### config.mk
export PLATFORM = sky130hd
export DESIGN_NAME = crc_param_faulty_memory
export DESIGN_NICKNAME = d
export VERILOG_FILES = /design/src/rtl/crc_param_faulty_memory.sv
export SDC_FILE = /design/constraint.sdc
export NUM_CORES = 1
export LEC_CHECK = 0
export BUFFER_PORTS_ARGS = -buffer_cell sky130_fd_sc_hd__buf_2
export CAP_MARGIN = 20
export CORE_AREA = 2 2 187 189
export CTS_CLUSTER_SIZE = 20
export DETAILED_ROUTE_END_ITERATION = 16
export DIE_AREA = 0 0 189 191
export SLEW_MARGIN = 30
export SYNTH_ARGS = -nofsm -noshare
export SYNTH_HDL_FRONTEND = slang
export SYNTH_SLANG_ARGS = --single-unit
### constraint.sdc
create_clock -name clk -period 3.9 [get_ports clk]
set_clock_uncertainty 0.15 [all_clocks]
set_input_delay 0.195 -clock clk [delete_from_list [all_inputs] [get_ports clk]]
set_output_delay 0.195 -clock clk [all_outputs]
set_load 0.1 [all_outputs]
### src/rtl/crc_param_faulty_memory.sv
// rtl/crc_param_faulty_memory.sv - CRC-protected word memory with read-path burst fault injection
// Optional CRC_ERR_LOG_EN adds err_count / err_last_addr error logging.
module crc_param_faulty_memory #(
    parameter int DATA_W = 8,
    parameter int CRC_W = 8,
    parameter logic [CRC_W-1:0] CRC_POLY = 8'h07,
    parameter int ADDR_W = 4,
    parameter int DEPTH = 16,
    parameter int BURST_W = 3,
    localparam int CW = DATA_W + CRC_W,
    localparam int FA_W = $clog2(CW)
) (
    input  logic               clk,
    input  logic               rst,
    input  logic               write,
    input  logic               read,
    input  logic [DATA_W-1:0]  data_in,
    input  logic [ADDR_W-1:0]  addr_in,
    input  logic [FA_W-1:0]    fault_addr,
    input  logic [BURST_W-1:0] burst_error_length,
    input  logic               fault_enable,
    output logic               mem_write_busy,
    output logic               read_busy,
    output logic               data_valid,
    output logic               error_detected,
    output logic               completed,
`ifdef CRC_ERR_LOG_EN
    output logic [DATA_W-1:0]  data_out,
    output logic [7:0]         err_count,
    output logic [ADDR_W-1:0]  err_last_addr
);
`else
    output logic [DATA_W-1:0]  data_out
);
`endif

    localparam int CNT_W = $clog2(CW);

    typedef enum logic [2:0] {
        IDLE, W_CALC, W_STORE, R_FETCH, R_CHECK, DONE
    } state_t;

    state_t state, next_state;

    logic [CW-1:0]      mem [DEPTH];
    logic [CW-1:0]      shreg;
    logic [CW-1:0]      fault_mask;
    logic [CRC_W-1:0]   crc;
    logic [CRC_W-1:0]   crc_nxt;
    logic [CNT_W-1:0]   cnt;
    logic [DATA_W-1:0]  lat_data;
    logic [DATA_W-1:0]  rd_data;
    logic [ADDR_W-1:0]  lat_addr;
    logic [FA_W-1:0]    lat_fa;
    logic [BURST_W-1:0] lat_len;
    logic               lat_fe;
    logic               addr_ok;
    logic               check_last;
    logic               check_err;

    function automatic logic [CRC_W-1:0] crc_step(input logic [CRC_W-1:0] c, input logic b);
        logic fb;
        fb = c[CRC_W-1] ^ b;
        return {c[CRC_W-2:0], 1'b0} ^ (fb ? CRC_POLY : '0);
    endfunction

    assign addr_ok    = int'(lat_addr) < DEPTH;
    assign crc_nxt    = crc_step(crc, shreg[CW-1]);
    assign check_last = (state == R_CHECK) && (cnt == CNT_W'(CW - 1));
    assign check_err  = !addr_ok || (crc_nxt != '0);

    // Burst covers lat_fa .. lat_fa+lat_len; positions past the MSB simply fall off.
    always_comb begin
        fault_mask = '0;
        for (int i = 0; i < CW; i++) begin
            if (i >= int'(lat_fa) && i <= int'(lat_fa) + int'(lat_len))
                fault_mask[i] = 1'b1;
        end
    end

    always_ff @(posedge clk) begin
        if (rst)
            state <= IDLE;
        else
            state <= next_state;
    end

    always_comb begin
        next_state     = state;
        mem_write_busy = 1'b0;
        read_busy      = 1'b0;
        completed      = 1'b0;
        case (state)
            IDLE: begin
                if (write)
                    next_state = W_CALC;
                else if (read)
                    next_state = R_FETCH;
            end
            W_CALC: begin
                mem_write_busy = 1'b1;
                if (cnt == CNT_W'(DATA_W - 1))
                    next_state = W_STORE;
            end
            W_STORE: begin
                mem_write_busy = 1'b1;
                next_state     = DONE;
            end
            R_FETCH: begin
                read_busy  = 1'b1;
                next_state = R_CHECK;
            end
            R_CHECK: begin
                read_busy = 1'b1;
                if (check_last)
                    next_state = DONE;
            end
            DONE: begin
                completed  = 1'b1;
                next_state = IDLE;
            end
            default: next_state = IDLE;
        endcase
    end

    always_ff @(posedge clk) begin
        if (rst) begin
            for (int i = 0; i < DEPTH; i++)
                mem[i] <= '0;
            shreg          <= '0;
            crc            <= '0;
            cnt            <= '0;
            lat_data       <= '0;
            rd_data        <= '0;
            lat_addr       <= '0;
            lat_fa         <= '0;
            lat_len        <= '0;
            lat_fe         <= 1'b0;
            data_valid     <= 1'b0;
            error_detected <= 1'b0;
            data_out       <= '0;
        end else begin
            case (state)
                IDLE: begin
                    if (write || read) begin
                        data_valid     <= 1'b0;
                        error_detected <= 1'b0;
                        lat_data       <= data_in;
                        lat_addr       <= addr_in;
                        lat_fa         <= fault_addr;
                        lat_len        <= burst_error_length;
                        lat_fe         <= fault_enable;
                        shreg          <= {data_in, {CRC_W{1'b0}}};
                        crc            <= '0;
                        cnt            <= '0;
                    end
                end
                W_CALC: begin
                    crc   <= crc_nxt;
                    shreg <= shreg << 1;
                    cnt   <= cnt + CNT_W'(1);
                end
                W_STORE: begin
                    if (addr_ok)
                        mem[lat_addr] <= {lat_data, crc};
                end
                R_FETCH: begin
                    // Corruption lives only in this copy; the array is never touched.
                    shreg   <= (addr_ok ? mem[lat_addr] : '0) ^ (lat_fe ? fault_mask : '0);
                    rd_data <= (addr_ok ? mem[lat_addr][CW-1:CRC_W] : '0)
                             ^ (lat_fe ? fault_mask[CW-1:CRC_W] : '0);
                    crc     <= '0;
                    cnt     <= '0;
                end
                R_CHECK: begin
                    crc   <= crc_nxt;
                    shreg <= shreg << 1;
                    cnt   <= cnt + CNT_W'(1);
                    if (check_last) begin
                        data_valid     <= 1'b1;
                        error_detected <= check_err;
                        data_out       <= addr_ok ? rd_data : '0;
                    end
                end
                default: ;
            endcase
        end
    end

`ifdef CRC_ERR_LOG_EN
    always_ff @(posedge clk) begin
        if (rst) begin
            err_count     <= '0;
            err_last_addr <= '0;
        end else if (check_last && check_err) begin
            if (err_count != 8'hFF)
                err_count <= err_count + 8'd1;
            err_last_addr <= lat_addr;
        end
    end
`endif

endmodule

==> metrics.yaml, run 1 <==
synthesis:
  synth_nets: 1204
  synth_edf_count: 256
  async_flop_share: 0
  synth_top_area_frac: 0.506
  netlist-cell-type-count: 65
  syn_area_sq_um: 15200
  ys_dominant_reg_cell: "edfxtp_1"
  synth_area_per_cell_sq_um: 13.0
  ys_seq_elements: 329
  ys_seq_area_frac: 0.602
  synth.area.top_cells: "edfxtp_1 (51%), mux4_2 (10%), and2_1 (10%), dfxtp_1 (9.6%), nand2_1 (2.0%)"
  synth_cells: 1174
  ys_warn_count: 0
  yosysTopAreaCell: "edfxtp_1"
worst_setup_path:
  end_kind: "flop"
  cp_num_buf_inv: 1
  crit_start: "state[1]$_SDFFE_PP0P_"
  timing.rr.start: "state[1]$_SDFFE_PP0P_"
  crit_family: "simple AND/OR/NAND/NOR gates"
  critPathRequiredTime_ns: 3.92
  crit_path_frequent_cell: "or3_1"
  slowest_delay_ns: 0.64
  slowest_stage: "dfxtp_1"
  cp_cell_sequence: "nand2b_1 > or3_1 > or3_1 > nor3_2 > buf_4 > or2_2"
  r2r_end: "mem[0][14]$_SDFFCE_PN0P_"
  reg2reg_depth: 6
  crit_cells: 6
  crit_end: "mem[0][14]$_SDFFCE_PN0P_"
  critical_path.max_fanout: 16
  cp.arrival_ns: 3.04
  critical_path_class: "reg -> reg"
  crit_path_start_kind: "flop"
  reg2reg_setup_slack_ns: 0.88
pwr:
  p_clk_frac: 0.406
  p_sw_mw: 2.05
  p_per_area_nw_per_um2: 480
  combPwrFrac: 0.104
  internal-power_mw: 6.21
  sequentialPowerShare: 0.490
  peakVddDrop_mv: 0.297
  swShare: 0.248
  power_leakage_nw: 6.14
clock_network:
  cts_tree: "built"
  postCtsSetupBuffers: 0
  cts_max_level: 2
  cts_sinks: 329
  insertion_delay_ns: 0.52
  numCtsBuffers: 38
  clock_path_buffers: 3
  clkSlewWorstSetupHoldPaths_ns: 0.06
  root_buffer: "clkbuf_16"
floorplanning:
  die-width_um: 189
  initial_core_util: 0.446
  io_pins: 37
  dieArea_sq_um: 36100
  fp.dieH_um: 191
  coreArea_sq_um: 34100
  core.rowCount: 68
finish:
  fill_cells: 2932
  drive_above_1_share: 0.169
  multi_input_area_sq_um: 5600
  layout_commonest_cell: "edfxtp_1"
  layout_common_cells: "edfxtp_1 (256), and2_1 (243), nand2_1 (81)"
  antennaDiodeCount: 0
  seqCellArea_sq_um: 9150
  finalNetCount: 1244
  area_growth_pct: 13.3
grt:
  grt_pass1_vias: 9407
  grt_start_max_net_pins: 58
  antenna_found_initial: 0
  grt_pass1_wl_mm: 61.0
  grt_overflow_total: 0
  grt_usage: 0.230
place:
  port_buffers: 36
  place_ws_ns: 0.930
  routabilityCongestion: 0.849
  dp_hpwl_mm: 25.9
sta:
  period_needed_ns: 3.02
  finalHoldViolations: 0
  setup_ws_ns: 0.876
  fin_setup_tns_ns: 0
  fmax_mhz: 331
  slew_viol_final: 0
  rsz0062_at_grt: "false"
  min_period_over_period: 0.775
  setup_viol: 0
  worstMarginPinSlew_ns: 0.970
  max_slew_margin: 0.353
route:
  wl_per_cell_um: 24.1
  vias: 9607
  wl_met1_mm: 17.3
  drc_errors: 0
  routed.top_layer: "met4"
  first_pass_iters: 5
  drtAntennaViolNets: 0
  routed_via_density: 5.67
  route.met3.wl_mm: 2.51
  drtIter0Drc: 808
  drt-total-wl_mm: 40.9
  wl_met2_mm: 19.8
worst_hold_path:
  hold_class: "in -> reg"
run:
  maxCapViolCount: 0
outcome:
  status: "complete, no violations"
cell usage after synthesis (4+ instances only):
master / number
o21ai_0: 28
xor2_1: 8
nand2b_1: 8
ha_1: 5
a21oi_1: 47
a311oi_1: 4
a221oi_1: 13
o22ai_1: 14
mux2i_1: 24
buf_1: 14
a21o_1: 4
nand2_1: 81
mux4_2: 68
and2_1: 243
o221ai_1: 4
nor4_1: 8
or2_2: 5
a211oi_1: 7
clkbuf_1: 70
xnor2_1: 12
nand3_1: 9
or3_1: 4
nor3_1: 24
dfxtp_1: 73
a22oi_1: 11
buf_2: 10
edfxtp_1: 256
inv_1: 5
nor2_1: 59
layout make-up:
| type | count | share of cell area |
|---|---|---|
| Clock buffer | 54 | 0.0623 |
| Tap cell | 455 | 0.0330 |
| Timing Repair Buffer | 99 | 0.0418 |
| Sequential cell | 329 | 0.531 |
| Clock inverter | 12 | 0.00487 |
| Inverter | 8 | 0.00174 |
| Multi-Input combinational cell | 738 | 0.325 |
logic make-up (layout without fill, tap and decap cells):
family / count (synthesis) / after routing / share of synthesized area
muxes: 93 / 93 / 0.117
and+or+nand+nor: 460 / 460 / 0.165
AOI/OAI and AO/OA: 159 / 159 / 0.0687
xor gates and xnor gates: 20 / 20 / 0.0115
DFF: 329 / 329 / 0.602
buffers and inverters: 107 / 173 / 0.0300
adders and majority gates: 6 / 6 / 0.00543
power by group through the flow:
stage          logic [mW]  clock network, mW  registers, mW
5_1_grt             0.912               3.53           4.07
6_report            0.856               3.35           4.05
4_1_cts             0.853               3.40           4.05
2_1_floorplan       0.618                  0           4.02
3_5_place_dp        0.833                  0           4.12
3_3_place_gp        0.829                  0           4.12
worst min-delay path by stage:
stage                                from                       to  slack (ns)  cells after the start
CTS                                  read    state[0]$_SDFFE_PP0P_        0.02                      5
finish                               read    state[0]$_SDFFE_PP0P_        0.03                      5
detailed placement          fault_addr[2]   lat_fa[2]$_SDFFE_PP0P_        0.29                      3
floorplan           burst_error_length[0]  lat_len[0]$_SDFFE_PP0P_        0.18                      2
global route                         read    state[0]$_SDFFE_PP0P_        0.12                      5
global placement            fault_addr[2]   lat_fa[2]$_SDFFE_PP0P_        0.29                      3
state kept, by name, indices dropped and copies added (netlist names), named ones only:
name,count
mem,256
data_valid,1
shreg,16
lat_data,8
crc,8
state,3
lat_fe,1
lat_addr,4
lat_len,3
lat_fa,4
rd_data,8
data_out,8
cnt,4
error_detected,1
stage by stage:
stage	utilization	power [mW]	hold WS (ns)	std cells	area, sq um
finish	0.505	8.26	0.0335	1695	17200
global placement	0.465	4.95	0.287	1607	15900
CTS	0.505	8.31	0.0165	1695	17200
floorplan	-	4.64	0.181	1174	15200
global route	0.505	8.51	0.117	1695	17200
detailed placement	0.465	4.96	0.291	1607	15900
worst register-to-register path: stages (launching register included):
cell	delay, ns
dfxtp_1	0.64
nand2b_1	0.13
or3_1	0.42
or3_1	0.57
nor3_2	0.18
buf_4	0.21
or2_2	0.38
what timing repair did:
| item | 4_1_cts | 5_1_grt |
|---|---|---|
| hold buffers | 22 | 0 |
| hold endpoints to repair | 25 | 0 |
| gates resized for setup | 0 | 0 |
metal layers:
layer  vias up  global-route usage
met2       338               0.384
met3        77              0.0380
li1       4373                   -
met4         0              0.0718
met5         -                   0
met1      4819               0.308
(Power assumes the default switching activity.)
==> run 2, diff against run 1 <==
--- a/config.mk
+++ b/config.mk
@@ -5,6 +5,7 @@
 export SDC_FILE = /design/constraint.sdc
 export NUM_CORES = 1
 export LEC_CHECK = 0
+export ABC_AREA = 1
 export BUFFER_PORTS_ARGS = -buffer_cell sky130_fd_sc_hd__buf_2
 export CAP_MARGIN = 20
 export CORE_AREA = 2 2 187 189
==> constraint.sdc (replaced) <==
create_clock -name clk -period 2.55 [get_ports clk]
set_clock_uncertainty 0.15 [all_clocks]
set_input_delay 0.1275 -clock clk [delete_from_list [all_inputs] [get_ports clk]]
set_output_delay 0.1275 -clock clk [all_outputs]
set_load 0.1 [all_outputs]
==> run 2 against run 1 <==
Total power grew 140%. Critical path type unchanged. Worst setup slack lost 0.70 ns. Flip-flop and latch count is the same. Highest routed layer unchanged. Cell count grew 30%. Die area is the same. Final area grew 1.4%. Fmax grew 27%. Global-route usage grew 1.3 points.
==> metrics.yaml, run 2 <==
synthesis:
  async_flop_share: 0
  ys_seq_area_frac: 0.607
  ys_warn_count: 0
  synth_nets: 1689
  synth_area_per_cell_sq_um: 9.09
  synth_top_area_frac: 0.510
  ys_seq_elements: 329
  syn_area_sq_um: 15100
  ys_dominant_reg_cell: "edfxtp_1"
  synth_commonest_cells: "nor2_1 (384), nand2_1 (283), edfxtp_1 (256)"
  netlist-cell-type-count: 34
  synth_cells: 1659
  synth.area.top_cells: "edfxtp_1 (51%), dfxtp_1 (9.7%), nor2_1 (9.6%), nand2_1 (7.0%), nand3_1 (6.5%)"
  synth_edf_count: 256
  yosysTopAreaCell: "edfxtp_1"
  synth.most_common_cell: "nor2_1"
floorplanning:
  fp.dieH_um: 191
  io_pins: 37
  die-width_um: 189
  coreArea_sq_um: 34100
  initial_core_util: 0.442
  dieArea_sq_um: 36100
  core.rowCount: 68
pwr:
  power_mw: 19.8
  peakVddDrop_mv: 0.710
  combPwrFrac: 0.400
  swShare: 0.411
  power_leakage_nw: 6.80
  internal-power_mw: 11.7
  sequentialPowerShare: 0.336
  p_clk_frac: 0.264
  p_per_area_nw_per_um2: 1130
  p_sw_mw: 8.15
route:
  drtIter0Drc: 1027
  vias: 11700
  first_pass_iters: 7
  drc_errors: 0
  drt-total-wl_mm: 43.3
  routed_via_density: 5.31
  drtAntennaViolNets: 0
  wl_per_cell_um: 19.6
worst_setup_path:
  reg2reg_depth: 11
  cp_cell_sequence: "ha_1 > fa_1 > inv_1 > nand2_1 > nand2_1 > inv_1 > o21ai_0 > nor2_1 > o21ai_0 > nand3_1 > a21oi_1"
  cp.arrival_ns: 2.67
  timing.rr.start: "lat_fa[0]$_SDFFE_PP0P_"
  cp_num_buf_inv: 2
  r2r_end: "shreg[5]$_SDFFE_PP0P_"
  slowest_stage: "fa_1"
  slowest_delay_ns: 0.40
  critical_path_class: "reg -> reg"
  critPathRequiredTime_ns: 2.85
  reg2reg_setup_slack_ns: 0.17
  end_kind: "flop"
  critical_path.max_fanout: 5
  crit_path_start_kind: "flop"
  crit_family: "adder cells"
sta:
  worstMarginPinSlew_ns: 0.865
  max_slew_margin: 0.420
  period_needed_ns: 2.38
  finalHoldViolations: 0
  rsz0062_at_grt: "false"
  fin_setup_tns_ns: 0
  setup_ws_ns: 0.173
  min_period_over_period: 0.932
  holdWs_ns: 0.249
  setup_viol: 0
  slew_viol_final: 0
  fmax_mhz: 421
clock_network:
  cts_sinks: 329
  postCtsSetupBuffers: 0
  insertion_delay_ns: 0.52
  cts_max_level: 2
  cts_tree: "built"
  clock_path_buffers: 3
  numCtsBuffers: 37
  clkSlewWorstSetupHoldPaths_ns: 0.06
  root_buffer: "clkbuf_16"
finish:
  top_regs: "mem x256, shreg x16"
  layout_commonest_cell: "nor2_1"
  layout_common_cells: "nor2_1 (383), nand2_1 (282), edfxtp_1 (256)"
  antennaDiodeCount: 0
  finalNetCount: 1760
  area_growth_pct: 15.9
  largest-register: "mem"
  largest_reg_flops: 256
  drive_above_1_share: 0.119
  fin_util: 0.512
worst_hold_path:
  whs_endpoint: "lat_len[1]$_SDFFE_PP0P_"
  hold_class: "in -> reg"
  holdPathStages: 4
  hp-start: "burst_error_length[1]"
place:
  port_buffers: 36
  routabilityCongestion: 0.862
  place_ws_ns: 0.222
  dp_hpwl_mm: 27.8
grt:
  grt_pass1_vias: 11300
  grt_overflow_total: 0
  grt_start_max_net_pins: 84
  antenna_found_initial: 0
  grt_usage: 0.243
  grt_pass1_wl_mm: 66.4
run:
  maxCapViolCount: 0
outcome:
  status: "complete, no violations"
[run 2: worst min-delay path, cell delays in order]
cell           delay (ns)
dlygate4sd3_1        0.51
buf_2                0.10
nor2_1               0.04
nor2_1               0.09
[run 2: logic make-up after synthesis]
| kind of cell | Yosys count | synth area share |
|---|---|---|
| buffers and inverters | 231 | 0.0616 |
| XOR/XNOR | 2 | 0.00116 |
| AO/OA/AOI/OAI | 196 | 0.0772 |
| adder cells (fa/ha/maj) | 6 | 0.00548 |
| AND/OR/NAND/NOR | 895 | 0.248 |
| flip-flops | 329 | 0.607 |
[run 2: per-layer routing]
layer	share of wire	up-vias	global-route usage
li1	-	5669	-
met1	0.42	5598	0.326
met2	0.48	362	0.400
met3	0.053	92	0.0305
met4	0.040	0	0.0998
met5	0	-	0
[run 2: what timing repair did]
item | 4_1_cts | 5_1_grt
hold buffers | 24 | 0
hold endpoints to repair | 47 | 0
setup endpoints to repair | 0 | 14
gates resized for setup | 0 | 4
[run 2: worst max path at each step]
stage	cells past startpoint	slack (ns)	from	endpoint
after floorplan	6	0.29	state[2]$_SDFFE_PP0P_	mem[0][0]$_SDFFCE_PN0P_
after global placement	11	0.26	lat_fa[0]$_SDFFE_PP0P_	shreg[5]$_SDFFE_PP0P_
after detailed placement	11	0.22	lat_fa[0]$_SDFFE_PP0P_	shreg[5]$_SDFFE_PP0P_
after CTS	11	0.20	lat_fa[0]$_SDFFE_PP0P_	shreg[5]$_SDFFE_PP0P_
after global routing	11	0.01	lat_fa[0]$_SDFFE_PP0P_	rd_data[5]$_SDFFE_PP0P_
final	11	0.17	lat_fa[0]$_SDFFE_PP0P_	shreg[5]$_SDFFE_PP0P_
[run 2: final cells by class]
type | instances | area (sq um)
fill | 3187 | 16600
tap | 455 | 569
multi-input combinational | 1099 | 5020
inverter | 127 | 477
sequential | 329 | 9150
timing repair buffer | 136 | 1080
clock inverter | 10 | 123
clock buffer | 51 | 1050
[run 2: power by group through the flow]
stage          Sequential, mW  Clock [mW]  Combinational [mW]
6_report                 6.64        5.23                7.93
3_5_place_dp             6.75           0                7.84
3_3_place_gp             6.74           0                7.80
5_1_grt                  6.71        5.48                8.69
4_1_cts                  6.64        5.31                7.89
2_1_floorplan            6.64           0                5.09
[run 2: through the flow]
stage	std cells	cell area, sq um
after global placement	2122	16000
after detailed placement	2122	16000
after global routing	2207	17500
after CTS	2207	17500
final	2207	17500
after floorplan	1659	15100
